--- config.mk ---
export PLATFORM = sky130hd
export DESIGN_NAME = vga_obj_ctrl
export DESIGN_NICKNAME = d
export VERILOG_FILES = /design/src/rtl/vga_obj_pkg.sv /design/src/rtl/vga_timing.sv /design/src/rtl/vga_obj_ctrl.sv
export SDC_FILE = /design/constraint.sdc
export NUM_CORES = 1
export LEC_CHECK = 0
export BUFFER_PORTS_ARGS = -buffer_cell sky130_fd_sc_hd__buf_2
export CAP_MARGIN = 20
export CORE_MARGIN = 2
export CORE_UTILIZATION = 46
export CTS_BUF_LIST = sky130_fd_sc_hd__clkbuf_8
export DETAILED_ROUTE_END_ITERATION = 16
export PLACE_DENSITY_LB_ADDON = 0.15
export REMOVE_ABC_BUFFERS = 1
export SYNTH_ARGS = -nofsm -noshare
export SYNTH_HDL_FRONTEND = slang
export SYNTH_SLANG_ARGS = --single-unit
--- constraint.sdc ---
create_clock -name clk -period 3.2 [get_ports clk]
set_clock_uncertainty 0.2 [all_clocks]
set_input_delay 0.48 -clock clk [delete_from_list [all_inputs] [get_ports clk]]
set_output_delay 0.48 -clock clk [all_outputs]
set_load 0.05 [all_outputs]
--- src/rtl/vga_obj_pkg.sv ---
// Shared constants for the VGA object controller: 640x480 timing, register
// offsets and fixed object colours.
package vga_obj_pkg;

   localparam int H_ACT   = 640;
   localparam int H_FP    = 16;
   localparam int H_SYNC  = 96;
   localparam int H_BP    = 48;
   localparam int H_TOTAL = H_ACT + H_FP + H_SYNC + H_BP;

   localparam int V_ACT   = 480;
   localparam int V_FP    = 10;
   localparam int V_SYNC  = 2;
   localparam int V_BP    = 33;
   localparam int V_TOTAL = V_ACT + V_FP + V_SYNC + V_BP;

   localparam logic [15:0] PIPE_BASE = 16'h000;
   localparam logic [15:0] BIRD_OFS  = 16'h100;
   localparam logic [15:0] CTRL_OFS  = 16'h104;
   localparam logic [15:0] STAT_OFS  = 16'h108;
   localparam logic [15:0] BG_OFS    = 16'h10C;

   localparam logic [11:0] BIRD_RGB  = 12'hFF0;
   localparam logic [11:0] PIPE_RGB  = 12'h0F0;

endpackage

--- src/rtl/vga_timing.sv ---
// 640x480 scan generator: pixel-enable divider, h/v counters and raw
// (unregistered) sync/active/vblank-start indications for the current count.
module vga_timing
   import vga_obj_pkg::*;
#(
   parameter int PIX_DIV = 4
) (
   input  logic       clk,
   input  logic       rst_n,
   output logic       pix_tick,
   output logic [9:0] h,
   output logic [9:0] v,
   output logic       active,
   output logic       hs_raw,
   output logic       vs_raw,
   output logic       vblank_start
);

   localparam int DW = $clog2(PIX_DIV);

   localparam logic [9:0] H_LAST = 10'(H_TOTAL - 1);
   localparam logic [9:0] V_LAST = 10'(V_TOTAL - 1);
   localparam logic [9:0] HS_BEG = 10'(H_ACT + H_FP);
   localparam logic [9:0] HS_END = 10'(H_ACT + H_FP + H_SYNC);
   localparam logic [9:0] VS_BEG = 10'(V_ACT + V_FP);
   localparam logic [9:0] VS_END = 10'(V_ACT + V_FP + V_SYNC);

   logic [DW-1:0] div_q, div_d;
   logic [9:0]    h_q, h_d, v_q, v_d;

   // Tick on the last divider phase, so the first tick lands PIX_DIV clocks after reset.
   assign pix_tick = (div_q == DW'(PIX_DIV - 1));

   always_comb begin
      div_d = pix_tick ? '0 : div_q + 1'b1;
      h_d   = h_q;
      v_d   = v_q;
      if (pix_tick) begin
         if (h_q == H_LAST) begin
            h_d = '0;
            v_d = (v_q == V_LAST) ? '0 : v_q + 10'd1;
         end else begin
            h_d = h_q + 10'd1;
         end
      end
   end

   always_ff @(posedge clk or negedge rst_n) begin
      if (!rst_n) begin
         div_q <= '0;
         h_q   <= '0;
         v_q   <= '0;
      end else begin
         div_q <= div_d;
         h_q   <= h_d;
         v_q   <= v_d;
      end
   end

   assign h            = h_q;
   assign v            = v_q;
   assign active       = (h_q < 10'(H_ACT)) && (v_q < 10'(V_ACT));
   assign hs_raw       = !((h_q >= HS_BEG) && (h_q < HS_END));
   assign vs_raw       = !((v_q >= VS_BEG) && (v_q < VS_END));
   assign vblank_start = pix_tick && (h_q == '0) && (v_q == 10'(V_ACT));

endmodule

--- src/rtl/vga_obj_ctrl.sv ---
// Memory-mapped VGA object controller: double-buffered pipe/bird registers,
// scan timing and renderer. Define VGA_COLLISION_EN for the sticky collision flag.
module vga_obj_ctrl
   import vga_obj_pkg::*;
#(
   parameter int         NUM_PIPES = 2,
   parameter int         COORD_W   = 10,
   parameter int         PIX_DIV   = 4,
   parameter logic [3:0] BASE_SEL  = 4'h1,
   parameter int         PIPE_W    = 52,
   parameter int         GAP_H     = 120,
   parameter int         BIRD_X    = 100,
   parameter int         BIRD_SIZE = 16
) (
   input  logic        clk,
   input  logic        rst_n,
   input  logic [31:0] addr,
   input  logic [31:0] wdata,
   input  logic        we,
   output logic        ena,
   output logic [31:0] rdata,
   output logic        hs,
   output logic        vs,
   output logic [11:0] rgb,
   output logic        frame_irq
);

   // Edge sums need one bit beyond the coordinate, and at least enough for h/v.
   localparam int EW = (COORD_W + 1 > 11) ? COORD_W + 1 : 11;

   typedef logic [COORD_W-1:0] coord_t;

   logic        pix_tick, active, hs_raw, vs_raw, vblank_start;
   logic [9:0]  h, v;

   vga_timing #(.PIX_DIV(PIX_DIV)) u_timing (
      .clk          (clk),
      .rst_n        (rst_n),
      .pix_tick     (pix_tick),
      .h            (h),
      .v            (v),
      .active       (active),
      .hs_raw       (hs_raw),
      .vs_raw       (vs_raw),
      .vblank_start (vblank_start)
   );

   coord_t      px_sh_q [NUM_PIPES];
   coord_t      gy_sh_q [NUM_PIPES];
   coord_t      px_q    [NUM_PIPES];
   coord_t      gy_q    [NUM_PIPES];
   coord_t      bird_sh_q, bird_q;
   logic [11:0] bg_q, rgb_q;
   logic [15:0] fcnt_q;
   logic        en_q, pend_q, pend_d, irq_q, hs_q, vs_q, col_bit;

   logic        sel, commit;
   logic [15:0] ofs;

   assign sel = (addr[31:28] == BASE_SEL);
   assign ofs = addr[15:0];
   assign ena = we && sel;

   logic unused_bits;
   assign unused_bits = ^{addr, wdata};

   always_comb begin
      rdata = '0;
      if (sel) begin
         for (int i = 0; i < NUM_PIPES; i++) begin
            if (ofs == PIPE_BASE + 16'(8*i))     rdata = 32'(px_sh_q[i]);
            if (ofs == PIPE_BASE + 16'(8*i + 4)) rdata = 32'(gy_sh_q[i]);
         end
         case (ofs)
            BIRD_OFS: rdata = 32'(bird_sh_q);
            CTRL_OFS: rdata = {30'b0, pend_q, en_q};
            STAT_OFS: rdata = {fcnt_q, 13'b0, col_bit, pend_q, (v >= 10'(V_ACT))};
            BG_OFS:   rdata = {20'b0, bg_q};
            default:  ;
         endcase
      end
   end

   // A commit write in the vblank-start clock wins over the clear.
   assign commit = vblank_start && pend_q;
   always_comb begin
      pend_d = pend_q;
      if (commit)                                pend_d = 1'b0;
      if (ena && ofs == CTRL_OFS && wdata[1])    pend_d = 1'b1;
   end

   always_ff @(posedge clk or negedge rst_n) begin
      if (!rst_n) begin
         for (int i = 0; i < NUM_PIPES; i++) begin
            px_sh_q[i] <= '0;
            gy_sh_q[i] <= '0;
            px_q[i]    <= '0;
            gy_q[i]    <= '0;
         end
         bird_sh_q <= '0;
         bird_q    <= '0;
         bg_q      <= '0;
         en_q      <= 1'b0;
         pend_q    <= 1'b0;
         fcnt_q    <= '0;
         irq_q     <= 1'b0;
      end else begin
         for (int i = 0; i < NUM_PIPES; i++) begin
            if (ena && ofs == PIPE_BASE + 16'(8*i))     px_sh_q[i] <= wdata[COORD_W-1:0];
            if (ena && ofs == PIPE_BASE + 16'(8*i + 4)) gy_sh_q[i] <= wdata[COORD_W-1:0];
            if (commit) begin
               px_q[i] <= px_sh_q[i];
               gy_q[i] <= gy_sh_q[i];
            end
         end
         if (ena && ofs == BIRD_OFS) bird_sh_q <= wdata[COORD_W-1:0];
         if (commit)                 bird_q    <= bird_sh_q;
         if (ena && ofs == BG_OFS)   bg_q      <= wdata[11:0];
         if (ena && ofs == CTRL_OFS) en_q      <= wdata[0];
         if (vblank_start)           fcnt_q    <= fcnt_q + 16'd1;
         pend_q <= pend_d;
         irq_q  <= vblank_start;
      end
   end

   logic [EW-1:0]        x_e, y_e, by_e;
   logic                 in_bird;
   logic [NUM_PIPES-1:0] in_pipe;
   logic [11:0]          pix_rgb;

   assign x_e  = EW'(h);
   assign y_e  = EW'(v);
   assign by_e = EW'(bird_q);

   // y + SIZE > ybird rather than y > ybird - SIZE, so a low bird clips at row 0.
   assign in_bird = (x_e >= EW'(BIRD_X)) && (x_e < EW'(BIRD_X + BIRD_SIZE)) &&
                    (y_e <= by_e) && (y_e + EW'(BIRD_SIZE) > by_e);

   for (genvar g = 0; g < NUM_PIPES; g++) begin : g_pipe
      logic [EW-1:0] px_e, gy_e;
      assign px_e       = EW'(px_q[g]);
      assign gy_e       = EW'(gy_q[g]);
      assign in_pipe[g] = (x_e >= px_e) && (x_e < px_e + EW'(PIPE_W)) &&
                          ((y_e < gy_e) || (y_e >= gy_e + EW'(GAP_H)));
   end

   assign pix_rgb = in_bird    ? BIRD_RGB :
                    |in_pipe   ? PIPE_RGB : bg_q;

   always_ff @(posedge clk or negedge rst_n) begin
      if (!rst_n) begin
         rgb_q <= '0;
         hs_q  <= 1'b1;
         vs_q  <= 1'b1;
      end else if (pix_tick) begin
         rgb_q <= (active && en_q) ? pix_rgb : '0;
         hs_q  <= hs_raw;
         vs_q  <= vs_raw;
      end
   end

`ifdef VGA_COLLISION_EN
   logic col_q, col_d;
   always_comb begin
      col_d = col_q;
      if (ena && ofs == STAT_OFS && wdata[2])       col_d = 1'b0;
      if (pix_tick && active && in_bird && |in_pipe) col_d = 1'b1;
   end
   always_ff @(posedge clk or negedge rst_n) begin
      if (!rst_n) col_q <= 1'b0;
      else        col_q <= col_d;
   end
   assign col_bit = col_q;
`else
   assign col_bit = 1'b0;
`endif

   assign rgb       = rgb_q;
   assign hs        = hs_q;
   assign vs        = vs_q;
   assign frame_irq = irq_q;

endmodule

Word-level counts from Yosys, hierarchy flattened:

Index checks and enable logic that the tools add are counted.

* bits in registers: 167
* bits of input ports: 67
* output and inout port bits: 48
* logic and storage cells: 107

* $add $sub $neg: 9
* magnitude comparators: 19
* eq/ne operators: 12
* multiplexer cells: 14
* reductions and logical operators: 32

Operators with widths (count)
* 32-bit two-way mux: 4
* 32-bit one-hot mux with 4 select lines: 1
* 16-bit by 9-bit equality test with 1-bit output, second input constant: 4
* 12-bit two-way mux: 3
* 16-bit by 4-bit equality test with 1-bit output, second input constant: 2
* 10-bit two-way mux: 3
* 1-bit logical AND: 23
* 10-bit by 6-bit adder with 11-bit output, second input constant: 2
* 10-bit by 7-bit adder with 11-bit output, second input constant: 2
* 10-bit by 11-bit >= comparator with 1-bit output: 2
* 10-bit by 11-bit less-than comparator with 1-bit output: 2
* 10-bit by 1-bit adder with 10-bit output, second input constant: 2
* 10-bit equality test, second input constant: 2
* 10-bit >= comparator: 2
* 10-bit by 9-bit >= comparator with 1-bit output, second input constant: 2
* 10-bit less-than comparator: 2
* 10-bit less-than comparator, second input constant: 2
* 10-bit by 9-bit less-than comparator with 1-bit output, second input constant: 2
* 16-bit by 1-bit adder with 16-bit output, second input constant: 1
* 16-bit by 3-bit equality test with 1-bit output, second input constant: 1
* 16-bit logical NOT: 1
* 10-bit by 5-bit adder with 11-bit output, second input constant: 1
* 11-bit by 10-bit > comparator with 1-bit output: 1
* 10-bit by 9-bit equality test with 1-bit output, second input constant: 1
* 15 further kinds: 18

Logic depth before layout (Yosys ltp):

Gate-level depths: netlist (run 1).

* word-level depth: 8
* mapped depth: 14

By module:

A second synthesis (run 1) with hierarchy kept.

* cells, all modules: 939
* area, all modules: 10159.7 µm²

By module, submodules not included
* vga_obj_ctrl: instances 1, cells each 815, area each 8908.5 µm²
* vga_timing: instances 1, cells each 124, area each 1251.2 µm²

Worst setup path before layout (run 1):

Ideal clock, no wire load.

* kind: input port to output port
* start: input port addr[3]
* end: output port rdata[9]
* arrival time: 2473 ps
* required time: 2520 ps
* setup slack: 47 ps
* stages on the path: 8
* path buffers: 3
* cell sequence: clkbuf_1 and2_1 clkbuf_1 clkbuf_1 nand2_1 o21ai_0 a222oi_1 nor2_1

* cells in the longest elaborated chain, start to end: 7

Ends and longest elaborated chain
* start, declared: line vga_obj_ctrl.sv:17 `input logic [31:0] addr,`
* 16-bit logical NOT: line vga_obj_ctrl.sv:71 `if (ofs == PIPE_BASE + 16'(8*i)) rdata = 32'(px_sh_q[i]);`
* 10-bit two-way mux: line vga_obj_ctrl.sv:71
* 32-bit two-way mux: line vga_obj_ctrl.sv:72 `if (ofs == PIPE_BASE + 16'(8*i + 4)) rdata = 32'(gy_sh_q[i]);`
* 32-bit two-way mux: line vga_obj_ctrl.sv:71
* 32-bit two-way mux: line vga_obj_ctrl.sv:72
* 32-bit one-hot mux with 4 select lines (*): line vga_obj_ctrl.sv:74 `case (ofs)`
* 32-bit two-way mux (*): line vga_obj_ctrl.sv:69 `if (sel) begin`
* end, declared: line vga_obj_ctrl.sv:21 `output logic [31:0] rdata,`

Every way passes the cells marked *; elsewhere a longest branch is shown, timed or not.

Worst setup path in the final report (run 1):

* start: register px_q, in the netlist g_pipe[0].px_e[3]
* end: register rgb_q[10], in the netlist rgb[10]

* cells in the longest elaborated chain, start to end: 8

Ends and longest elaborated chain
* start, declared: line vga_obj_ctrl.sv:50 `coord_t px_q [NUM_PIPES];`
* start signal, assigned by index: line vga_obj_ctrl.sv:112 `px_q[i] <= px_sh_q[i];`
* 10-bit by 6-bit adder with 11-bit output: line vga_obj_ctrl.sv:143 `assign in_pipe[g] = (x_e >= px_e) && (x_e < px_e + EW'(PIPE_W)) &&`
* 10-bit by 11-bit less-than comparator with 1-bit output: line vga_obj_ctrl.sv:143
* 1-bit logical AND (*) (2 in series): line vga_obj_ctrl.sv:143
* 2-bit OR reduction (*): line vga_obj_ctrl.sv:148 `|in_pipe ? PIPE_RGB : bg_q;`
* 12-bit two-way mux (*): line vga_obj_ctrl.sv:148
* 12-bit two-way mux (*): line vga_obj_ctrl.sv:147 `assign pix_rgb = in_bird ? BIRD_RGB :`
* 12-bit two-way mux (*): line vga_obj_ctrl.sv:156 `rgb_q <= (active && en_q) ? pix_rgb : '0;`
* end signal, assigned: line vga_obj_ctrl.sv:156
* end, declared: line vga_obj_ctrl.sv:53 `logic [11:0] bg_q, rgb_q;`

Marked as above.
A chain may end at the register's enable or synchronous reset.

==> results.json, run 1 <==
{
  "status": "finished clean",
  "synthCells": 921,
  "critPathLaunchType": "flip-flop",
  "core-area_mm2": 0.0216,
  "finalHoldViolations": 0,
  "power_leakage_nw": 5.81,
  "n_antenna_cell": 0,
  "ys_seq_area_share_pct": 41.6,
  "grt-ovfl-total": 0,
  "critical_path_arrival_ns": 3.32,
  "cts_tree": "built",
  "syn_area_per_cell_um2": 10.9,
  "irDropWorstVdd_mv": 0.229,
  "fin_crit_sh_pct": 99.1,
  "remaining_drc_errors": 0,
  "cts_buffers": 17,
  "finalSetupViolations": 0,
  "finalHoldWorstSlack_ns": 0.0606,
  "drtAntennaViolNets": 0,
  "hold_path_class": "input port to flip-flop",
  "worstMarginPinSlew_ns": 0.645,
  "synth-edff-count": 0,
  "place_inst": 1308,
  "numPortBuffers": 78,
  "row_count": 54,
  "num-fill-cells": 1989,
  "rsz0062_at_grt": "true",
  "num_vias": 7551,
  "critical_path.max_fanout": 12,
  "slew_violations": 0,
  "max_cap_violations": 0,
  "clk_latency_ns": 0.46,
  "slowest_stage": "dfrtp_1",
  "yosys-top-cells-count": "dfrtp_1 (165), mux2_2 (114), ha_1 (99)",
  "yosys_warnings": 0,
  "worstPathCellList": "ha_2, or3_4, buf_6, xnor2_1, ha_1, and4_4, a211oi_2, o21ai_1, a31oi_1, o221ai_1, o32a_1, buf_12, a31o_4",
  "cts.sinks": 167,
  "clock-root-buffer": "clkbuf_8",
  "routed_wl_um": 25200,
  "async_flop_share_pct": 100,
  "max_freq_mhz": 315,
  "synth.top_cell.area_share_pct": 41.1,
  "drt_first_pass_iters": 5,
  "synth_area_mm2": 0.0100,
  "layout.nets": 1220,
  "synth_seq_cells": 167,
  "track_usage_pct": 22.3,
  "synth.distinct_cells": 64,
  "drive_gt1_share_pct": 30.7,
  "h-tree-depth": 4,
  "multiInputGateArea_mm2": 0.00557,
  "period_needed_ns": 3.17,
  "grt_pass1_vias": 7396,
  "p_per_area_mw_per_mm2": 314,
  "routabilityCongestion": 0.910,
  "synth.area.top_cells": "dfrtp_1 (41%), mux2_2 (13%), ha_1 (12%)",
  "relSlewSlack_pct": 57.0,
  "via_per_inst": 5.61,
  "hpwl_um": 19300,
  "die_h_um": 152,
  "clockBufferDepth": 2,
  "antenna_found_initial": 0,
  "worstSetupPathType": "flip-flop to flip-flop",
  "ios": 115,
  "dieArea_mm2": 0.0230,
  "grt_first_pass_wirelength_um": 41000,
  "synth_area_leader_cell": "dfrtp_1",
  "grt_max_degree": 66,
  "initial_utilization_pct": 46.5,
  "worstPathRequired_ns": 3.35,
  "wl_per_cell_um": 18.7,
  "path_buf_inv": 2,
  "fp.dieW_um": 152,
  "cp-end-kind": "flip-flop",
  "drt-initial-drc-count": 399,
  "cp_top_family": "compound AO/OA/AOI/OAI gates",
  "final_cells": 1347,
  "synthFlopType": "dfrtp_1",
  "regArea_mm2": 0.00419,
  "synth.most_common_cell": "dfrtp_1",
  "synthToLayoutAreaGrowth_pct": 16.3,
  "critPathMaxStageDelay_ns": 0.40,
  "clkTransAtPathRegs_ns": 0.10
}
==> logic make-up after synthesis <==
family	synth area share [%]
simple gates	12.3
flops	41.6
compound gates	10.3
mux	14.5
fa+ha+maj	12.3
buf+inv	3.98
xor+xnor	4.88
other cells	0.0373
==> stage by stage <==
| step | setup WS (ns) | utilization (%) | total power [mW] | area, um^2 | setup TNS, ns |
|---|---|---|---|---|---|
| after floorplan | -0.599 | - | 2.18 | 9900 | -12.24 |
| after global placement | -0.0929 | 51.6 | 2.28 | 11200 | -0.962 |
| after detailed placement | -0.0856 | 51.6 | 2.28 | 11200 | -0.634 |
| after CTS | -0.0241 | 53.6 | 3.72 | 11600 | -0.0904 |
| after global routing | -0.118 | 54.1 | 3.81 | 11700 | -0.801 |
| final | 0.0302 | 54.1 | 3.67 | 11700 | 0 |
==> cell type report <==
class | instances | area share, %
Clock inverter | 15 | 1.13
Multi-Input combinational cell | 659 | 47.7
Timing Repair Buffer | 146 | 8.33
Clock buffer | 17 | 2.00
Tap cell | 280 | 3.00
Sequential cell | 167 | 35.8
Inverter | 63 | 2.02
==> per-layer routing <==
layer	global-route usage [%]	part of all wire (%)	vias up
met3	3.19	4.0	26
met2	34.2	45	201
met1	32.9	50	3727
li1	-	-	3597
met4	6.41	1.7	0
met5	0	0	-
==> state kept, by name, indices dropped and copies added, names as in the netlist <==
signal / count
bg_q: 12
bird_q: 10
bird_sh_q: 10
en_q: 1
fcnt_q: 16
frame_irq: 1
g_pipe.gy_e: 20
g_pipe.px_e: 20
gy_sh_q: 20
hs: 1
pend_q: 1
px_sh_q: 20
rgb: 12
u_timing.div_q: 2
u_timing.h: 10
u_timing.v: 10
vs: 1
==> power by group <==
part | leakage (nW) | total (mW) | switching, mW | internal [mW]
clock network | 0.171 | 1.43 | 0.817 | 0.614
registers | 2.31 | 2.11 | 0.0000197 | 2.11
logic | 3.33 | 0.131 | 0.0955 | 0.0351
total | 5.81 | 3.67 | 0.913 | 2.76
==> layout by cell type, fill, tap and decap left out, types with 5 or more instances in the layout <==
cell type,n
a211o_1,6
a21o_1,7
a21oi_1,26
a222oi_1,8
a22o_1,12
a31oi_1,12
and2_1,19
and3_1,19
and4_1,5
buf_2,76
buf_4,61
clkbuf_8,17
clkinvlp_4,6
dfrtp_1,162
ha_1,97
inv_1,63
mux2_2,114
mux2i_1,11
nand2_1,46
nand2b_1,9
nand3_1,23
nand4_1,17
nor2_1,43
nor2b_1,6
o21a_1,8
o21ai_0,26
xnor2_1,42
xor2_1,14
==> worst paths after layout <==
| kind | depth (start not counted) | endpoint | slack (ns) | start |
|---|---|---|---|---|
| max in group asynchronous | 3 | bg_q[11] | 1.69 | rst_n |
| setup reg to reg | 13 | rgb[10] | 0.03 | g_pipe[0].px_e[3] |
| hold reg to reg | 1 | u_timing.div_q[0] | 0.25 | u_timing.div_q[0] |
| setup / recovery | 13 | rgb[10] | 0.03 | g_pipe[0].px_e[3] |
| min in group asynchronous | 2 | u_timing.v[2] | 0.38 | rst_n |
| hold / removal | 2 | bg_q[10] | 0.06 | wdata[10] |
==> repair_timing <==
action                     in CTS  in global routing
hold endpoints to repair       59                  0
pin swaps                       3                  9
resized for setup              10                 19
hold buffers                    1                  0
buffers inserted                1                  5
setup endpoints to repair      13                 14
No activity file was read; power rests on OpenSTA's default activity.
==> inputs of run 2 (changes only) <==
Settings changed: PLACE_DENSITY set to 0.71, PLACE_DENSITY_LB_ADDON 0.15 to unset.
Clock period 3.2 ns to 3.35 ns, I/O delays scaled along.
==> run 2 against run 1 <==
  * Critical path type unchanged
  * Cell count fell by 1.7%
  * Largest cell class unchanged
  * Register-to-register slack better by 0.12 ns
  * Flip-flop and latch count stayed put
==> results.json, run 2 (synthesis results as in run 1) <==
{
  "status": "finished clean",
  "p_clk_share_pct": 41.1,
  "critPathLaunchType": "flip-flop",
  "switching_share_pct": 23.9,
  "max_cap_violations": 0,
  "worstPathRequired_ns": 3.51,
  "slew_violations": 0,
  "antenna_found_initial": 0,
  "grt_pass1_vias": 7389,
  "finalSetupTns_ns": 0,
  "irDropWorstVdd_mv": 0.261,
  "period_needed_ns": 3.20,
  "pwr-share-seq_pct": 55.6,
  "power_leakage_nw": 5.71,
  "layout.nets": 1197,
  "power_frac_comb_pct": 3.3,
  "synthToLayoutAreaGrowth_pct": 14.3,
  "max_freq_mhz": 312,
  "fp.dieW_um": 152,
  "num_vias": 7507,
  "routed_wl_um": 24200,
  "wl_per_cell_um": 18.3,
  "drt-initial-drc-count": 412,
  "relSlewSlack_pct": 53.3,
  "h-tree-depth": 4,
  "finalSetupViolations": 0,
  "n_antenna_cell": 0,
  "clockBufferDepth": 2,
  "clock-root-buffer": "clkbuf_8",
  "num-fill-cells": 1944,
  "final_util_pct": 53.1,
  "fin_crit_sh_pct": 95.6,
  "worstSetupPathType": "flip-flop to flip-flop",
  "grt_max_degree": 66,
  "numPortBuffers": 78,
  "cp-end-kind": "flip-flop",
  "hold_path_class": "input port to flip-flop",
  "row_count": 54,
  "routabilityCongestion": 0.898,
  "cts_buffers": 17,
  "grt_first_pass_wirelength_um": 39000,
  "initial_utilization_pct": 46.5,
  "track_usage_pct": 21.1,
  "p_per_area_mw_per_mm2": 315,
  "clk_latency_ns": 0.46,
  "die_h_um": 152,
  "critical_path_arrival_ns": 3.36,
  "dieArea_mm2": 0.0230,
  "drt_first_pass_iters": 5,
  "layout_commonest_cell": "dfrtp_1",
  "drtAntennaViolNets": 0,
  "grt-ovfl-total": 0,
  "drive_gt1_share_pct": 28.3,
  "cts.sinks": 167,
  "cts_tree": "built",
  "worstMarginPinSlew_ns": 0.698,
  "via_per_inst": 5.67,
  "power.internal_mw": 2.75,
  "rsz0062_at_grt": "true",
  "clkTransAtPathRegs_ns": 0.09,
  "rrSetupSlack_ns": 0.15,
  "core-area_mm2": 0.0216,
  "remaining_drc_errors": 0,
  "hpwl_um": 18400,
  "finalHoldViolations": 0,
  "critical_path.max_fanout": 12,
  "switching_power_mw": 0.867,
  "mostFrequentLayoutCells": "dfrtp_1 (164), mux2_2 (114), ha_1 (98)",
  "ios": 115
}
[run 2: repair_timing]
item / in CTS / in global routing
buffers inserted: 0 / 4
cloned: 0 / 0
pin swaps: 0 / 3
setup endpoints to repair: 12 / 13
resized for setup: 1 / 13
endpoints found under the hold margin: 61 / 0
hold buffers: 1 / 0
[run 2: final cells by class]
class,count,area [um^2],share of cell area [%]
tap,280,350,3.05
multi-input combinational,659,5520,48.0
inverter,63,236,2.06
clock inverter,13,146,1.27
clock buffer,19,262,2.28
timing repair buffer,123,793,6.90
sequential,167,4180,36.4
[run 2: metrics by stage]
stage / hold slack, ns / cell area [um^2] / setup slack, ns / total power, mW / cells
floorplan: 0.00691 / 9900 / -0.472 / 2.08 / 889
global placement: 0.215 / 11000 / 0.0798 / 2.17 / 1287
detailed placement: 0.227 / 11000 / -0.0129 / 2.17 / 1287
CTS: 0.0460 / 11400 / 0.0402 / 3.65 / 1320
global route: 0.0592 / 11500 / -0.0194 / 3.75 / 1324
finish: 0.0670 / 11500 / 0.149 / 3.62 / 1324
[run 2: critical path, stage by stage (launching register included)]
cell      delay (ns)
dfrtp_1         0.42
ha_1            0.22
or3_1           0.36
xnor2_1         0.15
ha_1            0.29
a211oi_1        0.24
nor2_1          0.08
nor4b_1         0.26
a22oi_1         0.14
o32a_1          0.34
buf_12          0.16
a31o_2          0.22
[run 2: power groups by stage]
stage / logic (mW) / clock network [mW] / registers [mW]
6_report: 0.118 / 1.49 / 2.01
5_1_grt: 0.132 / 1.60 / 2.01
4_1_cts: 0.121 / 1.52 / 2.01
3_5_place_dp: 0.120 / 0 / 2.05
3_3_place_gp: 0.118 / 0 / 2.05
2_1_floorplan: 0.0247 / 0 / 2.05
[run 2: path summary, 6_finish.rpt]
| path | from | endpoint | depth (start not counted) |
|---|---|---|---|
| max | g_pipe[1].px_e[3] | rgb[10] | 11 |
| min | wdata[11] | bg_q[11] | 2 |
| max reg2reg | g_pipe[1].px_e[3] | rgb[10] | 11 |
| min reg2reg | u_timing.div_q[0] | u_timing.div_q[0] | 1 |
| max in group asynchronous | rst_n | hs | 3 |
| min in group asynchronous | rst_n | u_timing.v[6] | 2 |
[run 2: routing by layer]
| metal | share of wire [%] | global-route usage, % |
|---|---|---|
| met1 | 48 | 30.9 |
| met2 | 45 | 32.7 |
| met3 | 5.1 | 3.62 |
| met4 | 1.5 | 4.98 |
| met5 | 0 | 0 |
